--- src/rtl/branch_resolve.sv ---
// Branch resolution: carries fetch-time predictions through D/E, detects mispredicts in E,
// drives a registered predictor-update port and a short recovery FSM.
// Optional performance counters are built only when BR_PERF_CNT_EN is defined.
module branch_resolve #(
    parameter int unsigned CNT_W = 32
) (
    input  logic             clk,
    input  logic             rst,
    input  logic             taken_F,
    input  logic [31:0]      pred_target_F,
    input  logic             stall_D,
    input  logic             branch_E,
    input  logic             jump_E,
    input  logic             taken_E,
    input  logic [31:0]      pc_E,
    input  logic [31:0]      pc_target_E,
    output logic             flush,
    output logic [31:0]      pc_restore,
    output logic             upd_valid,
    output logic             upd_taken,
    output logic [31:0]      upd_pc,
    output logic [31:0]      upd_target
`ifdef BR_PERF_CNT_EN
    ,
    output logic [CNT_W-1:0] branch_cnt,
    output logic [CNT_W-1:0] mispred_cnt
`endif
);

    typedef enum logic [0:0] {
        StNormal  = 1'b0,
        StRecover = 1'b1
    } state_e;

    if (CNT_W < 1) begin : g_bad_cnt_w
        $error("CNT_W must be at least 1");
    end

    // Prediction slots.
    logic        r_valid_D;
    logic        r_pred_taken_D;
    logic [31:0] r_pred_target_D;
    logic        r_valid_E;
    logic        r_pred_taken_E;
    logic [31:0] r_pred_target_E;

    // Recovery FSM.
    state_e      r_state;
    logic        r_rcv_cnt;

    // Predictor update.
    logic        r_upd_valid;
    logic        r_upd_taken;
    logic [31:0] r_upd_pc;
    logic [31:0] r_upd_target;

    logic        w_actual_taken;
    logic        w_dir_miss;
    logic        w_tgt_miss;
    logic        w_nonbr_miss;
    logic        w_recover;
    logic        w_flush;
    logic        w_upd_fire;
    logic [31:0] w_restore_pc;

    assign w_recover      = (r_state == StRecover);
    assign w_actual_taken = jump_E | (branch_E & taken_E);
    assign w_dir_miss     = r_pred_taken_E != w_actual_taken;
    assign w_tgt_miss     = r_pred_taken_E & w_actual_taken & (r_pred_target_E != pc_target_E);
    assign w_nonbr_miss   = r_pred_taken_E & ~branch_E & ~jump_E;
    assign w_flush        = r_valid_E & ~w_recover & (w_dir_miss | w_tgt_miss | w_nonbr_miss);
    assign w_restore_pc   = w_actual_taken ? pc_target_E : (pc_E + 32'd4);
    assign w_upd_fire     = r_valid_E & (branch_E | jump_E);

    assign flush      = w_flush;
    assign pc_restore = w_flush ? w_restore_pc : 32'd0;
    assign upd_valid  = r_upd_valid;
    assign upd_taken  = r_upd_taken;
    assign upd_pc     = r_upd_pc;
    assign upd_target = r_upd_target;

    // Flush beats stall: both slots become bubbles so nothing stale survives a redirect.
    always_ff @(posedge clk or posedge rst) begin
        if (rst) begin
            r_valid_D       <= 1'b0;
            r_pred_taken_D  <= 1'b0;
            r_pred_target_D <= 32'd0;
            r_valid_E       <= 1'b0;
            r_pred_taken_E  <= 1'b0;
            r_pred_target_E <= 32'd0;
        end else if (w_flush) begin
            r_valid_D       <= 1'b0;
            r_pred_taken_D  <= 1'b0;
            r_pred_target_D <= 32'd0;
            r_valid_E       <= 1'b0;
            r_pred_taken_E  <= 1'b0;
            r_pred_target_E <= 32'd0;
        end else if (stall_D) begin
            r_valid_E       <= 1'b0;
            r_pred_taken_E  <= 1'b0;
            r_pred_target_E <= 32'd0;
        end else begin
            r_valid_D       <= 1'b1;
            r_pred_taken_D  <= taken_F;
            r_pred_target_D <= pred_target_F;
            r_valid_E       <= r_valid_D;
            r_pred_taken_E  <= r_pred_taken_D;
            r_pred_target_E <= r_pred_target_D;
        end
    end

    always_ff @(posedge clk or posedge rst) begin
        if (rst) begin
            r_state   <= StNormal;
            r_rcv_cnt <= 1'b0;
        end else begin
            case (r_state)
                StNormal: begin
                    r_rcv_cnt <= 1'b0;
                    if (w_flush) begin
                        r_state <= StRecover;
                    end
                end
                StRecover: begin
                    if (r_rcv_cnt) begin
                        r_state   <= StNormal;
                        r_rcv_cnt <= 1'b0;
                    end else begin
                        r_rcv_cnt <= 1'b1;
                    end
                end
                default: begin
                    r_state   <= StNormal;
                    r_rcv_cnt <= 1'b0;
                end
            endcase
        end
    end

    always_ff @(posedge clk or posedge rst) begin
        if (rst) begin
            r_upd_valid  <= 1'b0;
            r_upd_taken  <= 1'b0;
            r_upd_pc     <= 32'd0;
            r_upd_target <= 32'd0;
        end else begin
            r_upd_valid <= w_upd_fire;
            if (w_upd_fire) begin
                r_upd_taken  <= w_actual_taken;
                r_upd_pc     <= pc_E;
                r_upd_target <= pc_target_E;
            end
        end
    end

`ifdef BR_PERF_CNT_EN
    logic [CNT_W-1:0] r_branch_cnt;
    logic [CNT_W-1:0] r_mispred_cnt;

    // Both counters saturate at all-ones.
    always_ff @(posedge clk or posedge rst) begin
        if (rst) begin
            r_branch_cnt  <= '0;
            r_mispred_cnt <= '0;
        end else begin
            if (r_upd_valid && (r_branch_cnt != {CNT_W{1'b1}})) begin
                r_branch_cnt <= r_branch_cnt + 1'b1;
            end
            if (w_flush && (r_mispred_cnt != {CNT_W{1'b1}})) begin
                r_mispred_cnt <= r_mispred_cnt + 1'b1;
            end
        end
    end

    assign branch_cnt  = r_branch_cnt;
    assign mispred_cnt = r_mispred_cnt;
`endif

endmodule

--- config.mk ---
export PLATFORM = sky130hd
export DESIGN_NAME = branch_resolve
export DESIGN_NICKNAME = d
export VERILOG_FILES = /design/src/rtl/branch_resolve.sv
export SDC_FILE = /design/constraint.sdc
export NUM_CORES = 1
export LEC_CHECK = 0
export ABC_AREA = 1
export BUFFER_PORTS_ARGS = -buffer_cell sky130_fd_sc_hd__buf_2
export CAP_MARGIN = 25
export CORE_MARGIN = 4
export CORE_UTILIZATION = 35
export CTS_BUF_LIST = sky130_fd_sc_hd__clkbuf_8 sky130_fd_sc_hd__clkbuf_16
export CTS_CLUSTER_SIZE = 20
export DETAILED_ROUTE_END_ITERATION = 8
export GPL_ROUTABILITY_DRIVEN = 1
export PLACE_DENSITY_LB_ADDON = 0.05
export SLEW_MARGIN = 10
export SYNTH_ARGS = -nofsm -noshare
export SYNTH_HDL_FRONTEND = slang
export SYNTH_SLANG_ARGS = --single-unit
--- constraint.sdc ---
create_clock -name clk -period 9.4 [get_ports clk]
set_input_delay 0.47 -clock clk [delete_from_list [all_inputs] [get_ports clk]]
set_output_delay 0.47 -clock clk [all_outputs]
set_load 0.02 [all_outputs]
==> metrics.yaml <==
met3_usage_pct: 3.443
clock.fmax_ghz: 0.2657
async_reset_ff_share_pct: 100.0
syn-cell-area_sq_um: 6880
grt_overflow: 0
fillCellCount: 2044
portBuffers: 201
grtUsageMet2_pct: 30.03
critPathSlowestCell: "clkinv_2"
end_kind: "output pin"
crit_type: "in2out"
ys_ff_latch: 136
cts_tree: "yes"
syn_to_final_growth_pct: 26.75
cts_resized: 0
regArea_sq_um: 3403
synth_cells: 850
clock_skew_ps: 7.928
synth_edf_count: 0
swShare_pct: 39.38
power_frac_clock_pct: 27.8
cts_buffers: 17
drv_slew: 0
min_period_ps: 3763
fin_crit_sh_pct: 40.03
rsz0062_at_grt: "false"
ctsHoldBuffers: 0
io_pins: 202
synth.most_common_cell: "nand2_1"
yosysWarnings: 0
postCtsSetupBuffers: 0
final-setup-viol-count: 0
synthTopCellsByArea: "dfrtp_1 49%, nand2_1 14%, nor2_1 6.4%, mux2i_1 4.8%, o21ai_0 4.7%"
wl_per_cell_um: 15.69
required_ps: 8930
nets: 1146
met1_usage_pct: 26.42
firstDrtPassIters: 5
pwr-share-seq_pct: 37.4
cts_root_buf: "clkbuf_16"
vias_per_cell: 4.475
clock_latency_ps: 420
tightest_slew_ps: 745.3
internal_power_w: 0.001494
path_cells: "buf_2 > a21oi_4 > buf_4 > inv_1 > ha_1 > a21oi_1 > nand2_1 > nand2_4 > clkinv_2 > buf_2"
drc: 0
num_rows: 51
holdWs_ps: 171.6
critPathBufInv: 5
arrival_ps: 3290
yosysUniqueCellTypes: 25
syn_avg_cell_area_sq_um: 8.095
status: "finished clean"
multi_input_area_sq_um: 3020
busiest_layer: "met2"
start_kind: "input pin"
netSwitchingPower_w: 0.0009706
die_y_um: 148.2
place_congestion: 0.8491
timing.slew.headroom_pct: 50.32
die_x_um: 148.2
grt_start_max_net_pins: 80
yosysTopAreaCell: "dfrtp_1"
cts.htree.levels: 4
final.setup.tns_ps: 0
start_util_pct: 35.47
hold_viol: 0
finalWirelength_mm: 20.70
hpwlAfterDp_mm: 15.51
dr_total_vias: 5902
postRouteAntennaNets: 0
dieArea_sq_um: 21960
worst-path-max-fanout: 45
grt_pass1_vias: 5817
power_density_nw_per_um2: 282.6
clk_pin_slew_ps: 60
grt_usage_pct: 18.97
p_comb_share_pct: 34.8
grt_pass1_wl_mm: 32.17
clock_sinks: 136
peakVddDrop_uv: 126.8
cts.path.max_buffers: 2
ys.flop_type: "dfrtp_1"
maxCapViolCount: 0
n_antenna_cell: 0
core_area_sq_um: 19400
hold_class: "in2async"
yosys-top-cells-count: "263 x nand2_1, 136 x dfrtp_1, 118 x nor2_1, 66 x inv_1, 65 x o21ai_0"
antenna_found_initial: 0
yosysSeqAreaShare_pct: 49.46
dr.first_iter.drc_count: 291
cp_top_family: "buffers and inverters"
slowest_delay_ps: 470
syn_nets: 955
drive_above_1_share_pct: 25.81
crit_top_cell: "buf_2"
p_leak_nw: 4.539
yosys.area.top_type_share_pct: 49.46
state kept, by name, summed over array words and instances, names as in the netlist:
name,flops
upd_valid,1
r_state,1
r_pred_target_D,32
r_valid_D,1
r_pred_taken_D,1
upd_taken,1
upd_pc,32
r_pred_taken_E,1
r_rcv_cnt,1
r_pred_target_E,32
upd_target,32
r_valid_E,1
worst paths after layout:
| path | startpoint | end | slack (ps) | depth (start not counted) |
|---|---|---|---|---|
| hold reg to reg | r_rcv_cnt$_DFF_PP0_ | r_rcv_cnt$_DFF_PP0_ | 420 | 1 |
| setup reg to reg | r_pred_target_E[2]$_DFF_PP0_ | r_pred_target_E[23]$_DFF_PP0_ | 6630 | 12 |
| hold / removal | rst | r_pred_target_D[31]$_DFFE_PP0P_ | 170 | 2 |
| setup / recovery | branch_E | flush | 5640 | 10 |
| min in group clk | pc_E[0] | upd_pc[0]$_DFFE_PP0P_ | 290 | 3 |
| max in group asynchronous | rst | upd_pc[5]$_DFFE_PP0P_ | 7990 | 3 |
power groups by stage:
| stage | registers (W) | logic (W) | clock network [W] |
|---|---|---|---|
| detailed placement | 0.000933 | 0.000871 | 0 |
| global route | 0.000953 | 0.000948 | 0.000730 |
| finish | 0.000922 | 0.000859 | 0.000684 |
| CTS | 0.000924 | 0.000873 | 0.000701 |
| floorplan | 0.00109 | 0.000412 | 0 |
| global placement | 0.000931 | 0.000866 | 0 |
metrics by stage:
stage | setup WS [ps] | area [sq um] | cells | total power, W | util, %
after floorplan | 5291 | 6880 | 850 | 0.001503 | -
after global placement | 5642 | 8090 | 1286 | 0.001796 | 41.71
after detailed placement | 5577 | 8090 | 1286 | 0.001804 | 41.71
after CTS | 5619 | 8693 | 1318 | 0.002498 | 44.81
after global routing | 5275 | 8721 | 1319 | 0.002631 | 44.96
final | 5637 | 8721 | 1319 | 0.002465 | 44.96
kinds of logic after synthesis:
| family | Yosys count | share of synthesized area [%] |
|---|---|---|
| flops | 136 | 49.46 |
| fa+ha+maj | 2 | 0.3636 |
| xor+xnor | 36 | 4.583 |
| buf+inv | 110 | 6.783 |
| mux | 33 | 4.801 |
| compound gates | 97 | 7.110 |
| simple gates | 436 | 26.90 |
area by class of cell:
cell class              instances  area share (%)
multi-input cells             604           34.63
flip-flops and latches        136           39.02
clock inverters                14           1.879
repair buffers                208           12.37
inverters                      74           3.257
well taps                     265           3.802
clock buffers                  18           5.036
layout by cell type, fill, tap and decap left out, types with 13 or more instances in the layout:
cell type,Yosys,layout
nor3_1,13,13
inv_1,66,65
mux2i_1,33,33
nor2_4,20,20
clkbuf_16,0,17
xor2_1,13,13
nand3_1,13,13
buf_2,11,201
nor2_1,118,117
nand2_1,263,263
o21ai_0,65,65
dfrtp_1,136,136
a21oi_1,30,30
xnor2_1,23,23
layer usage:
layer  vias up  share of wire [%]
li1       3035                  -
met1      2694                 47
met2       150                 47
met3        23                4.8
met4         0                1.7
met5         -                  0
Note: power is estimated with default switching activity, not from simulation.
